[src/rtl/imem_loader_if.sv]
// imem_loader_if: byte-stream handshake from the host-link receiver.
// Ports: valid/data (sender -> loader), ready (loader -> sender).
interface imem_loader_if;
    logic       valid;
    logic [7:0] data;
    logic       ready;

    modport master (
        output valid,
        output data,
        input  ready
    );

    modport slave (
        input  valid,
        input  data,
        output ready
    );
endinterface

[src/rtl/imem_loader.sv]
// imem_loader: assembles a framed big-endian byte stream into imem words
// and holds the core in reset until the image has loaded cleanly.
// Ports: clock, reset (async, active-high), rx (slave byte handshake),
//   reload (restart from DONE/ERR), imem_wren/imem_addr/imem_wdata
//   (imem write port), cpu_reset, done, error (status).
// Build option: IMEM_LOADER_CHECKSUM_EN adds a trailing XOR checksum byte.
module imem_loader #(
    parameter int ADDR_WIDTH = 12,
    parameter int DEPTH      = 4096
) (
    input  logic                  clock,
    input  logic                  reset,
    imem_loader_if.slave          rx,
    input  logic                  reload,
    output logic                  imem_wren,
    output logic [ADDR_WIDTH-1:0] imem_addr,
    output logic [31:0]           imem_wdata,
    output logic                  cpu_reset,
    output logic                  done,
    output logic                  error
);

    typedef enum logic [2:0] {
        S_HDR,
        S_DATA,
`ifdef IMEM_LOADER_CHECKSUM_EN
        S_CSUM,
`endif
        S_DONE,
        S_ERR
    } state_t;

`ifdef IMEM_LOADER_CHECKSUM_EN
    localparam state_t TAIL = S_CSUM;
`else
    localparam state_t TAIL = S_DONE;
`endif

    localparam logic [31:0] DEPTH_W = 32'(DEPTH);

    state_t                  state, state_n;
    logic [1:0]              byte_cnt;
    logic [31:0]             count;
    logic [23:0]             word;
    logic [ADDR_WIDTH-1:0]   idx;
`ifdef IMEM_LOADER_CHECKSUM_EN
    logic [7:0]              xor_acc;
`endif

    logic        fire;
    logic        grp_end;
    logic        last_word;
    logic        restart;
    logic [31:0] hdr_val;
    logic [31:0] word_val;

    // ready depends only on state, so it holds through write cycles
`ifdef IMEM_LOADER_CHECKSUM_EN
    assign rx.ready = (state == S_HDR) || (state == S_DATA) ||
                      (state == S_CSUM);
`else
    assign rx.ready = (state == S_HDR) || (state == S_DATA);
`endif

    assign fire      = rx.valid && rx.ready;
    assign grp_end   = fire && (byte_cnt == 2'd3);
    assign hdr_val   = {count[23:0], rx.data};
    assign word_val  = {word, rx.data};
    assign last_word = (32'(idx) == count - 32'd1);
    assign restart   = ((state == S_DONE) || (state == S_ERR)) && reload;

    assign done      = (state == S_DONE);
    assign error     = (state == S_ERR);
    assign cpu_reset = (state != S_DONE);

    always_ff @(posedge clock or posedge reset) begin
        if (reset) begin
            state <= S_HDR;
        end else begin
            state <= state_n;
        end
    end

    always_comb begin
        state_n = state;
        unique case (state)
            S_HDR: begin
                if (grp_end) begin
                    if (hdr_val > DEPTH_W) begin
                        state_n = S_ERR;
                    end else if (hdr_val == 32'd0) begin
                        state_n = TAIL;
                    end else begin
                        state_n = S_DATA;
                    end
                end
            end
            S_DATA: begin
                if (grp_end && last_word) begin
                    state_n = TAIL;
                end
            end
`ifdef IMEM_LOADER_CHECKSUM_EN
            S_CSUM: begin
                if (fire) begin
                    state_n = (rx.data == xor_acc) ? S_DONE : S_ERR;
                end
            end
`endif
            S_DONE, S_ERR: begin
                if (reload) begin
                    state_n = S_HDR;
                end
            end
            default: state_n = S_HDR;
        endcase
    end

    always_ff @(posedge clock or posedge reset) begin
        if (reset) begin
            byte_cnt   <= 2'd0;
            count      <= 32'd0;
            word       <= 24'd0;
            idx        <= '0;
            imem_wren  <= 1'b0;
            imem_addr  <= '0;
            imem_wdata <= 32'd0;
`ifdef IMEM_LOADER_CHECKSUM_EN
            xor_acc    <= 8'd0;
`endif
        end else begin
            imem_wren <= 1'b0;
            if (restart) begin
                byte_cnt <= 2'd0;
                count    <= 32'd0;
                word     <= 24'd0;
                idx      <= '0;
`ifdef IMEM_LOADER_CHECKSUM_EN
                xor_acc  <= 8'd0;
`endif
            end else if (fire) begin
                byte_cnt <= byte_cnt + 2'd1;
`ifdef IMEM_LOADER_CHECKSUM_EN
                if (state != S_CSUM) begin
                    xor_acc <= xor_acc ^ rx.data;
                end
`endif
                if (state == S_HDR) begin
                    count <= hdr_val;
                end
                if (state == S_DATA) begin
                    word <= {word[15:0], rx.data};
                    if (grp_end) begin
                        imem_wren  <= 1'b1;
                        imem_addr  <= idx;
                        imem_wdata <= word_val;
                        idx        <= idx + ADDR_WIDTH'(1);
                    end
                end
            end
        end
    end

endmodule
[src/flat_wrapper.sv]
// flat-port wrapper written by rule: the top's interface ports become plain ports
module imem_loader_flat 
#(
    parameter int ADDR_WIDTH = 12,
    parameter int DEPTH      = 4096
)
  (clock, reset, reload, imem_wren, imem_addr, imem_wdata, cpu_reset, done, error, rx_valid, rx_data, rx_ready);
  imem_loader_if rx_i ();
  input  logic clock;
  input  logic reset;
  input  logic reload;
  output logic imem_wren;
  output logic [ADDR_WIDTH-1:0] imem_addr;
  output logic [31:0] imem_wdata;
  output logic cpu_reset;
  output logic done;
  output logic error;
  input wire logic [$bits(rx_i.valid)-1:0] rx_valid;
  input wire logic [$bits(rx_i.data)-1:0] rx_data;
  output wire logic [$bits(rx_i.ready)-1:0] rx_ready;
  assign rx_i.valid = rx_valid;
  assign rx_i.data = rx_data;
  assign rx_ready = rx_i.ready;
  imem_loader #(.ADDR_WIDTH(ADDR_WIDTH), .DEPTH(DEPTH)) u_core (.clock(clock), .reset(reset), .rx(rx_i), .reload(reload), .imem_wren(imem_wren), .imem_addr(imem_addr), .imem_wdata(imem_wdata), .cpu_reset(cpu_reset), .done(done), .error(error));
endmodule
[config.mk]
export PLATFORM = sky130hd
export DESIGN_NAME = imem_loader_flat
export DESIGN_NICKNAME = d
export VERILOG_FILES = /design/src/rtl/imem_loader_if.sv /design/src/rtl/imem_loader.sv /design/src/flat_wrapper.sv
export SDC_FILE = /design/constraint.sdc
export NUM_CORES = 1
export LEC_CHECK = 0
export ABC_AREA = 1
export CAP_MARGIN = 20
export CORE_UTILIZATION = 32
export CTS_CLUSTER_SIZE = 12
export DETAILED_ROUTE_END_ITERATION = 8
export PLACE_DENSITY = 0.48
export SYNTH_ARGS = -nofsm -noshare
export SYNTH_HDL_FRONTEND = slang
export SYNTH_SLANG_ARGS = --single-unit
[constraint.sdc]
create_clock -name clock -period 9.2 [get_ports clock]
set_input_delay 0.92 -clock clock [delete_from_list [all_inputs] [get_ports clock]]
set_output_delay 0.92 -clock clock [all_outputs]
set_load 0.05 [all_outputs]
## Word-level counts from Yosys, hierarchy flattened

Index checks and enable logic that the tools add are counted.

- Bits in registers: 118
- Bits of input ports: 12
- Output and inout bits: 49
- Word-level logic and storage cells: 62

- $add $sub $neg: 3
- Order comparisons: 1
- Equal/unequal tests: 9
- Mux-type cells: 22
- Bitwise gates (word level): 1
- Reduce and logical (&&, ||, !) cells: 18

Operator list:

| kind | count |
|---|---|
| $mux W32 | 3 |
| $mux W24 | 3 |
| $mux W12 | 4 |
| $eq A12 B32 Y1 | 1 |
| $gt A32 B13 Y1 const B | 1 |
| $logic_not A32 Y1 | 1 |
| $sub A32 B1 Y32 const B | 1 |
| $add A12 B1 Y12 const B | 1 |
| $mux W3 | 4 |
| $pmux W3 S3 | 1 |
| $reduce_bool A2 Y1 | 4 |
| $eq A3 B2 Y1 const B | 2 |
| $mux W2 | 3 |
| $reduce_and A3 Y1 | 2 |
| $logic_and A1 B1 Y1 | 4 |
| $mux W1 | 4 |
| $ne A2 B2 Y1 const B | 2 |
| $reduce_and A2 Y1 | 2 |
| $reduce_and A4 Y1 | 1 |
| $eq A3 B1 Y1 const B | 1 |
| $logic_not A3 Y1 | 1 |
| $ne A3 B2 Y1 const B | 1 |
| $add A2 B1 Y2 const B | 1 |
| $eq A2 B2 Y1 const B | 1 |
| 4 further kinds | 5 |

## Logic depth before layout (Yosys ltp)

- Depth after elaboration: 8
- Mapped depth: 18
- Gate-level depth less buffers: 18

## Worst setup path before layout

OpenSTA, ideal clock, no wires.

- Path type: register -> output
- Start point: register u_core.state[1]
- End point: output cpu_reset
- Data arrival time: 1.848 ns
- Required time: 8.280 ns
- Path slack: 6.432 ns
- Stages on the path, launching flop included: 5
- Path buffers: 1
- Cells stage by stage: dfrtp_1 -> buf_6 -> clkinv_2 -> nor2_1 -> inv_1

- Cells in the longest elaborated chain, start to end: 1

Ends and longest elaborated chain:

| what | line | source |
|---|---|---|
| start: declaration | imem_loader.sv:41 | `state_t state, state_n;` |
| start signal: assignment | imem_loader.sv:80 | `state <= state_n;` |
| $ne A3 B2 Y1 | imem_loader.sv:74 | `assign cpu_reset = (state != S_DONE);` |
| end: declaration | flat_wrapper.sv:15 | `output logic cpu_reset;` |

Every way passes these cells.

## Worst setup path after layout

- Start point: register u_core.state[1]
- End point: output done

- Cells in the longest elaborated chain, start to end: 1

Ends and longest elaborated chain:

| what | line | source |
|---|---|---|
| $eq A3 B2 Y1 | imem_loader.sv:72 | `assign done = (state == S_DONE);` |
| end: declaration | flat_wrapper.sv:16 | `output logic done;` |

Every way passes these cells.

==> results.md <==
- Status: finished, violations left
- Violated checks: DRC
- Post-Syn Area per Cell: 7.50 um2
- Sw frac: 0.498
- Pwr dens: 401 nW/um2
- Fillers: 1874
- Final Skew: 13.2 ps
- CP endpoint kind: output port
- # IOs: 61
- Total grt overflow: 0
- GRT Util Overall: 0.185
- Fin. Hold Viols: 0
- Max clock buf depth: 2
- HPWL Detailed: 11900 um
- Tcrit/Tclk final: 0.316
- Die area: 19300 um2
- # setup viols final: 0
- Top cell type's share of synthesized area: 0.489
- Number of synthesized flops with an enable pin: 0
- Hold-fix buffers, CTS: 0
- Ys flop type: dfrtp_1
- First-pass DRT Iterations: 7
- Reg clk slew, reported paths: 60 ps
- Int Power: 1.49 mW
- Combinational power share: 0.495
- Resized cells post-CTS: 0
- Input/output buffers: 60
- Final Max Slew Viols: 0
- Antenna violations before repair: 0
- CTS buffer count: 17
- Ranking of synthesized cells by area: dfrtp_1 49%, nand2_1 13%, o21ai_0 9.5%
- CTS Sinks: 117
- Largest net degree at the start of global routing: 93
- Vias per inst: 4.85
- R2r endpoint: u_core.state[0]
- Crit path launch: u_core.state[1]
- Vias in the first global route: 5210
- CTS tree: done
- CP Data Arrival Time: 1990 ps
- Core Region: 18100 um2
- HP Class: flop to flop
- Reg2reg setup slack: 6870 ps
- Min-Delay Path Depth: 2
- NetSw: 1.48 mW
- DRC: 6
- Setup slack after layout: 6290 ps
- First-pass GRT wire length: 27800 um
- FMAX: 344 MHz
- Post-synth top area cell: dfrtp_1
- Max-cap violations: 0
- Cell row count: 49
- Htree depth: 4
- Final wirelength: 16600 um
- RD Place Congestion: 0.878
- Count of cell types in the netlist: 32
- DP Worst Slack: 6260 ps
- Clock power frac: 0.225
- Worst R2R Start: u_core.count[0]
- Slew @ Worst Pin: 874 ps
- Final Core Density: 0.407
- # diodes: 0
- Per-cell routed wire length: 15.2 um
- Seq/Total Area, Yosys: 0.489
- Synth Instances: 799
- Share of cells above drive strength 1: 0.0795
- CP Launch Type: flop
- Yosys warning count: 0
- Worst-Skew Late Latency: 430 ps
- Max IR drop VDD: 0.000158 V
- Share of total power in sequential cells: 0.280
- Post-CTS setup buffer count: 0
- Layout area overhead: 23.4%
- Initial core utilization: 0.330
- FF+latch count, synth: 117
- R2R cell count: 17
- Crit Path Max Fanout: 7
- Crit path time final: 2910 ps
- Die Height: 139 um
- Post-route ant nets: 0
- Asr flop ratio synth: 1.00
- Top post-synthesis cells by count: 200 x nand2_1, 117 x dfrtp_1, 114 x o21ai_0
- Critical Path End: done
- Final-stage net count: 870
- Lkg Pwr: 3.54 nW
- Root Driver: clkbuf_16
- Initial DRC Count: 352
- Die width: 139 um
- Worst Path Required: 8280 ps
- Count leader, synth: nand2_1
- CP Class: flop to output port
- Synth Cell Area: 5990 um2
- Slew headroom: 0.417
- Post-Syn Nets: 814
- Setup TNS: 0 ps
- Routed vias: 5319
- RSZ-0062 raised after global routing: false
[layer usage]
metal  GRT usage  share of wire  vias to the layer above
li1            -              -                     2658
met1       0.252           0.49                     2533
met2       0.292           0.46                      110
met3      0.0432          0.038                       18
met4      0.0550          0.013                        0
met5           0              0                        -
[final cells by class]
class / count / area, um2 / area share
multi-input cells: 543 / 2520 / 0.341
inverters: 111 / 420 / 0.0569
well taps: 229 / 287 / 0.0388
flip-flops and latches: 117 / 2930 / 0.396
repair buffers: 65 / 638 / 0.0863
clock buffers: 17 / 425 / 0.0575
clock inverters: 15 / 171 / 0.0232
[power by group through the flow]
| stage | Clock [mW] | Combinational, mW | Sequential [mW] |
|---|---|---|---|
| after detailed placement | 0 | 1.47 | 0.836 |
| after CTS | 0.678 | 1.47 | 0.831 |
| after global routing | 0.702 | 1.64 | 0.854 |
| after floorplan | 0 | 0.867 | 1.00 |
| final | 0.665 | 1.47 | 0.830 |
| after global placement | 0 | 1.46 | 0.836 |
[worst max-delay path, stage by stage, from the launching register on]
cell and delay, ps:
dfrtp_1 460, clkinv_2 140, nor2_1 150, clkdlybuf4s50_1 820
[layout by cell type (no fill, tap or decap)]
cell type	n
o21ai_1	3
inv_4	1
clkbuf_16	17
nor3_2	2
clkinv_1	1
a21oi_1	7
nor2_4	7
clkinv_4	1
nor2_1	87
nand2_4	2
a211oi_1	1
nand4_1	7
nand2_2	6
nor2_2	5
clkinv_2	1
and2_1	1
inv_8	7
o21ai_0	113
clkdlybuf4s50_1	60
buf_4	5
nor2_8	1
xor2_1	3
clkinv_8	3
nand3_1	80
inv_6	4
nand3b_1	1
inv_1	102
nand3_2	1
inv_2	6
dfrtp_1	117
xnor2_1	3
a31oi_1	1
nor4_1	3
ha_1	3
nor3_1	6
nand2_1	200
[cells by family after synthesis]
kind of cell | synth area share
adder cells (fa/ha/maj) | 0.00627
AND/OR/NAND/NOR | 0.301
AO/OA/AOI/OAI | 0.105
XOR/XNOR | 0.00877
flip-flops | 0.489
buffers and inverters | 0.0904
[state kept, by name (all words and copies together) (netlist names)]
name	flops
u_core.imem_wdata	32
u_core.imem_wren	1
u_core.idx	12
u_core.state	2
u_core.count	32
u_core.byte_cnt	2
u_core.word	24
u_core.imem_addr	12
[worst min-delay path by stage]
stage,from,endpoint,slack (ps)
floorplan,u_core.idx[11],u_core.idx[11],460
global placement,u_core.imem_addr[8],u_core.imem_addr[8],470
detailed placement,u_core.imem_wdata[28],u_core.imem_wdata[28],470
CTS,u_core.imem_wdata[3],u_core.imem_wdata[3],490
global route,u_core.imem_addr[7],u_core.imem_addr[7],510
finish,u_core.imem_wdata[3],u_core.imem_wdata[3],490
[stage by stage]
stage	power, mW	area, um2	hold slack (ps)	cells
finish	2.96	7390	485	1097
global route	3.19	7390	508	1097
global placement	2.30	6800	472	1065
CTS	2.98	7390	489	1097
detailed placement	2.30	6800	473	1065
floorplan	1.87	5990	455	799
(Power assumes the default switching activity.)
